--- src/rtl/demux_viii_deser.sv ---
// demux_viii_deser: 1:8 serial-to-parallel deserializer with registered byte and one-cycle valid strobe.
// Define DESER_PARITY_EN to expect a trailing even-parity bit per byte and report parity_err.
module demux_viii_deser #(
  parameter bit LSB_FIRST = 1'b1
) (
  input  logic       clk,
  input  logic       reset,
  input  logic       clear,
  input  logic       bit_in,
  input  logic       bit_valid,
  output logic [7:0] byte_out,
  output logic       byte_valid,
  output logic       busy,
  output logic [2:0] select_idx,
  output logic       parity_err
);
`ifdef DESER_PARITY_EN
  typedef enum logic [1:0] {IDLE, RECV, PAR} state_t;
`else
  typedef enum logic {IDLE, RECV} state_t;
`endif
  state_t r_state, w_next;
  logic [7:0] r_asm, w_asm;
  logic [2:0] w_pos;
  logic w_acc, w_last, w_data, w_done;
  assign w_acc  = bit_valid & ~clear;
  assign w_last = w_acc && select_idx == 3'd7;
  assign w_pos  = LSB_FIRST ? select_idx : 3'd7 - select_idx;
  assign busy   = r_state != IDLE;
`ifdef DESER_PARITY_EN
  assign w_data = w_acc && r_state != PAR;
  assign w_done = w_acc && r_state == PAR;
`else
  assign w_data = w_acc;
  assign w_done = w_last;
  assign parity_err = 1'b0;
`endif
  always_comb begin
    w_asm = r_asm;
    w_asm[w_pos] = bit_in;
  end
  always_comb begin
`ifdef DESER_PARITY_EN
    w_next = clear ? IDLE : !bit_valid ? r_state : r_state == PAR ? IDLE : w_last ? PAR : RECV;
`else
    w_next = clear ? IDLE : !bit_valid ? r_state : w_last ? IDLE : RECV;
`endif
  end
  always_ff @(posedge clk or posedge reset)
    if (reset) r_state <= IDLE;
    else r_state <= w_next;
  always_ff @(posedge clk or posedge reset) begin
    if (reset) begin
      r_asm      <= 8'h00;
      byte_out   <= 8'h00;
      byte_valid <= 1'b0;
      select_idx <= 3'd0;
`ifdef DESER_PARITY_EN
      parity_err <= 1'b0;
`endif
    end else begin
      byte_valid <= w_done;
      if (clear) select_idx <= 3'd0;
      else if (w_data) select_idx <= select_idx + 3'd1;
      if (w_data) r_asm <= w_asm;
`ifdef DESER_PARITY_EN
      // data is already complete in r_asm; the accepted bit is the parity bit
      if (w_done) byte_out <= r_asm;
      if (w_done) parity_err <= (^r_asm) ^ bit_in;
`else
      if (w_done) byte_out <= w_asm;
`endif
    end
  end
endmodule

--- config.mk ---
export PLATFORM = sky130hd
export DESIGN_NAME = demux_viii_deser
export DESIGN_NICKNAME = d
export VERILOG_FILES = /design/src/rtl/demux_viii_deser.sv
export SDC_FILE = /design/constraint.sdc
export NUM_CORES = 1
export LEC_CHECK = 0
export BUFFER_PORTS_ARGS = -buffer_cell sky130_fd_sc_hd__buf_4
export CAP_MARGIN = 10
export CORE_ASPECT_RATIO = 0.7
export CORE_UTILIZATION = 45
export DETAILED_ROUTE_END_ITERATION = 6
export GPL_ROUTABILITY_DRIVEN = 1
export GPL_TIMING_DRIVEN = 0
export PLACE_DENSITY = 0.74
export REMOVE_ABC_BUFFERS = 1
export SETUP_SLACK_MARGIN = 0.2
export SLEW_MARGIN = 40
export SYNTH_ARGS = -nofsm -noshare
export SYNTH_HDL_FRONTEND = slang
export SYNTH_SLANG_ARGS = --single-unit
--- constraint.sdc ---
create_clock -name clk -period 3.3 [get_ports clk]
set_input_delay 0.33 -clock clk [delete_from_list [all_inputs] [get_ports clk]]
set_output_delay 0.33 -clock clk [all_outputs]
set_load 0.02 [all_outputs]
# After elaboration in Yosys (flattened, before gate mapping)
# Index checks and enable logic that the tools add are counted.
totals:
  reg_bits: 21
  inputBits: 5
  out_inout_bits: 14
  wordCells: 23
op_classes:
  addsub: 1
  order_cmp: 2
  n_eq_ne: 1
  muxes: 8
  bitwise: 2
  reduce_logical: 4
ops:
  columns: ["op", "count"]
  rows:
  - ["8-bit bitwise mux", 1]
  - ["3-bit 2-to-1 mux", 2]
  - ["3-bit by 4-bit < comparator with 1-bit output (second input constant)", 1]
  - ["1-bit 2-to-1 mux", 4]
  - ["2-bit nonzero test", 2]
  - ["3-bit by 1-bit adder with 3-bit output (second input constant)", 1]
  - ["1-bit demux with 3-bit select", 1]
  - ["3-bit == test (second input constant)", 1]
  - ["3-bit by 1-bit >= comparator with 1-bit output (second input constant)", 1]
  - ["1-bit logical AND", 2]
  - ["1-bit bitwise AND", 1]
  - ["1-bit inverter", 1]

# Logic depth before layout (Yosys ltp)
depth:
  ltp_word: 6
  mapped_depth: 7
  depth_no_buf: 5

# Worst setup path after synthesis
# No wires, ideal clock.
synth_timing:
  kind: "reg2reg"
  from: "reg select_idx[0]"
  to: "reg byte_out[2]"
  setup_ps: 129
  arrival_ps: 1450
  required_time_ps: 3171
  path_slack_ps: 1722
  path_stages_with_launch: 8
  path_buffers: 2
  synth_period_minus_slack_ps: 1578
  cell_sequence: "dfrtp_1 > ha_1 > ha_1 > and3b_1 > buf_6 > buf_8 > nor2_1 > a31oi_1"
synth_between:
  word_cells_on_any_way: 8
  cone_classes: "order compare: 2; eq/ne: 1; mux: 3; reduce/logical: 2"
synth_rtl:
  columns: ["element", "line", "text"]
  rows:
  - ["start: declaration", "14", "output logic [2:0] select_idx,"]
  - ["start signal: assignment", "64", "else if (w_data) select_idx <= select_idx + 3'd1;"]
  - ["3-bit == test", "27", "assign w_last = w_acc && select_idx == 3'd7;"]
  - ["1-bit logical AND", "27", null]
  - ["via w_done", "25", "logic w_acc, w_last, w_data, w_done;"]
  - ["end signal: assignment", "71", "if (w_done) byte_out <= w_asm;"]
  - ["end: declaration", "11", "output logic [7:0] byte_out,"]
# The timed path passes the listed nets, and every way through them passes these cells.
# A chain may end at the register's enable or synchronous reset.

# Worst setup path after layout
layout_timing:
  from: "reg select_idx[0]"
  to: "reg byte_out[5]"
layout_between:
  elab_chain_len: 5
  word_cells_on_any_way: 8
  cone_classes: "order compare: 2; eq/ne: 1; mux: 3; reduce/logical: 2"
layout_rtl:
  columns: ["element", "line", "text"]
  rows:
  - ["3-bit by 4-bit < comparator with 1-bit output (implied by the code) / 3-bit by 1-bit >= comparator with 1-bit output (equally long branches)", "40", "w_asm[w_pos] = bit_in;"]
  - ["1-bit logical AND (implied by the code)", "40", null]
  - ["1-bit 2-to-1 mux (implied by the code)", "40", null]
  - ["1-bit demux with 3-bit select", "40", null]
  - ["8-bit bitwise mux", "40", null]
# Several ways; a longest one is shown, not always the timed one.

==> results.ini <==
[outcome]
status=finished clean

[timing]
fmax_ghz=0.4736
finalSetupViolCount=0
finalSetupTns_ns=0
grt_setup_unrepaired=no
post-route-period-util=0.6398
hold_viol=0
drv_slew=0
final.min_clock_period_ns=2.111
finClkSkew_ns=0.005599
tightestPinTransition_ns=0.5725
relSlewSlack=0.6183

[setup_path]
critPathKind=register to register
required_ns=3.51
worstPathMaxFanout=17
r2r_end=byte_out[5]
cp.arrival_ns=2.32
r2r_slack_ns=1.19
cp-end-kind=register
crit_start=select_idx[0]
crit_path_start_kind=register
cp-endpoint=byte_out[5]
reg2reg_from=select_idx[0]
rr_worst_depth=5

[yosys]
synth_top_family_by_area=simple AND/OR/NAND/NOR gates
ys.warnings.count=0
netlist_area_mm2=0.001079
syn_avg_cell_area_um2=10.89
yosysUniqueCellTypes=28
yosys_register_bits=21
synth_compound_area_frac=0.09513
synth_top_area_frac=0.4872
synth_area_leaders=dfrtp_1 49%, mux2_2 7.3%, nor2_1 4.9%
ys_seq_area_frac=0.4872
yosysTopAreaCell=dfrtp_1
synth-simple-area-share=0.1717
synthCells=99
synthAdderAreaFrac=0.02320
synthXorXnorAreaFrac=0.008121
synth_mux_area_frac=0.1334

[power_and_ir_drop]
power_density_mw_per_mm2=416.2
power_leakage_nw=0.5896
vdd_ir_drop_max_mv=0.2381

[grt]
grt_start_max_net_pins=22
grt_pass1_vias=670
gr-total-overflow=0
grt_pass1_wl_um=3146
grt_usage=0.1663
antenna_found_initial=0

[drt]
drt-initial-drc-count=13
vias=733
viasPerCell=5.090
wire_per_inst_um=12.50
drc_errors=0
detail_route.first_pass.iterations=4
routed_wl_um=1800
antenna_left=0

[clock_tree]
clk_pin_slew_worst_paths_ns=0.12
post_cts.repair.setup_buffers=0
cts.path.max_buffers=2
cts_tree=done
cts_num_sinks=21
h-tree-depth=1
clock-root-buffer=clkbuf_4
cts_hold_buf=0
cts_resized=0
insertion_delay_ns=0.31
cts_buffers=3

[floorplan]
num_rows=14
dieHeight_um=42.96
die_x_um=60.52
initial_core_util=0.4887
dieArea_mm2=0.002600
core_mm2=0.002207
io_pins=19

[finish]
fin_util=0.5425
antenna-diode-count=0
drive_gt1_frac=0.3036
fillCellCount=213
num-nets-final=120
synthToLayoutAreaGrowth_pct=11.02

[placement]
portBuffers=17
place.gp.congestion=0.7839
hpwlAfterDp_um=1261

[job]
max_cap_viol_count=0

[worst_hold_path]
hp-class=primary input to asynchronous set/reset pin

[registers in the layout, indices dropped and copies added (netlist names)]
name        cells
busy            1
byte_out        8
byte_valid      1
r_asm           8
select_idx      3
[metrics by stage]
step / std cells / hold slack, ns / setup slack [ns] / power (W) / cell area, µm²
after floorplan: 91 / 0.3065 / 1.438 / 0.0003501 / 1002
after global placement: 140 / 0.4817 / 1.220 / 0.0003738 / 1170
after detailed placement: 140 / 0.4918 / 1.187 / 0.0003791 / 1170
after CTS: 144 / 0.1911 / 1.161 / 0.0005012 / 1197
after global routing: 144 / 0.02244 / 0.9995 / 0.0005313 / 1197
final: 144 / 0.002405 / 1.189 / 0.0004984 / 1197
[worst max-delay path, cell delays in order (launching register included)]
cell	delay (ns)
dfrtp_1	0.68
ha_1	0.24
ha_1	0.15
and3b_1	0.53
o21ai_0	0.19
o22a_2	0.21
[Yosys cell counts]
cell	n
mux2_2	7
and2b_1	3
nand3b_1	1
nor3b_4	1
inv_1	2
xnor2_1	1
o21ai_0	5
ha_1	2
nand3_1	3
buf_4	3
nand2b_1	2
conb_1	1
o22a_2	2
buf_8	1
a21oi_1	2
a21boi_0	2
nor3_1	1
nor2_1	14
nor3b_2	1
dfrtp_1	21
o31ai_1	1
mux2i_1	5
buf_6	3
nand2_1	8
and3b_1	1
mux2_4	1
a31oi_1	4
buf_2	1
[where the power goes]
part	switching, W	internal (W)
Sequential	0.0000202	0.000278
Clock	0.0000800	0.0000453
Combinational	0.0000369	0.0000382
Total	0.000137	0.000361
[placed cells by master (no fill, tap or decap)]
cell      instances
o22a_2            2
a31oi_1           4
and2b_1           3
nand3_1           3
a21boi_0          2
nor3_1            1
xnor2_1           1
nor3b_2           1
inv_1             1
and3b_1           1
o31ai_1           1
a21oi_1           2
nor3b_4           1
mux2_4            1
nand2b_1          2
mux2i_1           5
mux2_2            7
nor2_1           14
nand3b_1          1
buf_4            17
inv_2             1
nand2_1           8
clkbuf_4          3
ha_1              2
conb_1            1
o21ai_0           5
clkinv_2          1
dfrtp_1          21
[metal layers]
metal | GRT usage | share of wire
met5 | 0 | 0
met1 | 0.2383 | 0.49
met3 | 0.06707 | 0.059
met2 | 0.2396 | 0.45
met4 | 0.02727 | 0.0028
[area by class of cell]
type,count,area [µm²],area share
Sequential cell,21,525.5,0.4389
Clock buffer,3,22.52,0.01881
Clock inverter,1,5.005,0.004180
Multi-Input combinational cell,68,469.2,0.3918
Timing Repair Buffer,17,127.6,0.1066
Inverter,2,7.507,0.006270
Tap cell,32,40.04,0.03344
[how the worst min path moves through the flow]
stage               depth (start not counted)     start  slack [ns]          end
detailed placement                          1  r_asm[4]        0.49     r_asm[4]
floorplan                                   1     reset        0.31         busy
global placement                            1  r_asm[2]        0.48     r_asm[2]
CTS                                         2     reset        0.19  byte_out[0]
global route                                2     reset        0.02  byte_out[0]
finish                                      2     reset       0.002  byte_out[6]
[kinds of logic (layout without fill, tap and decap cells)]
logic type,after synthesis,in the layout
fa+ha+maj,2,2
xor+xnor,1,1
buf+inv,10,23
flops,21,21
simple gates,35,35
mux,13,13
other cells,1,1
compound gates,16,16
(Power assumes the default switching activity.)
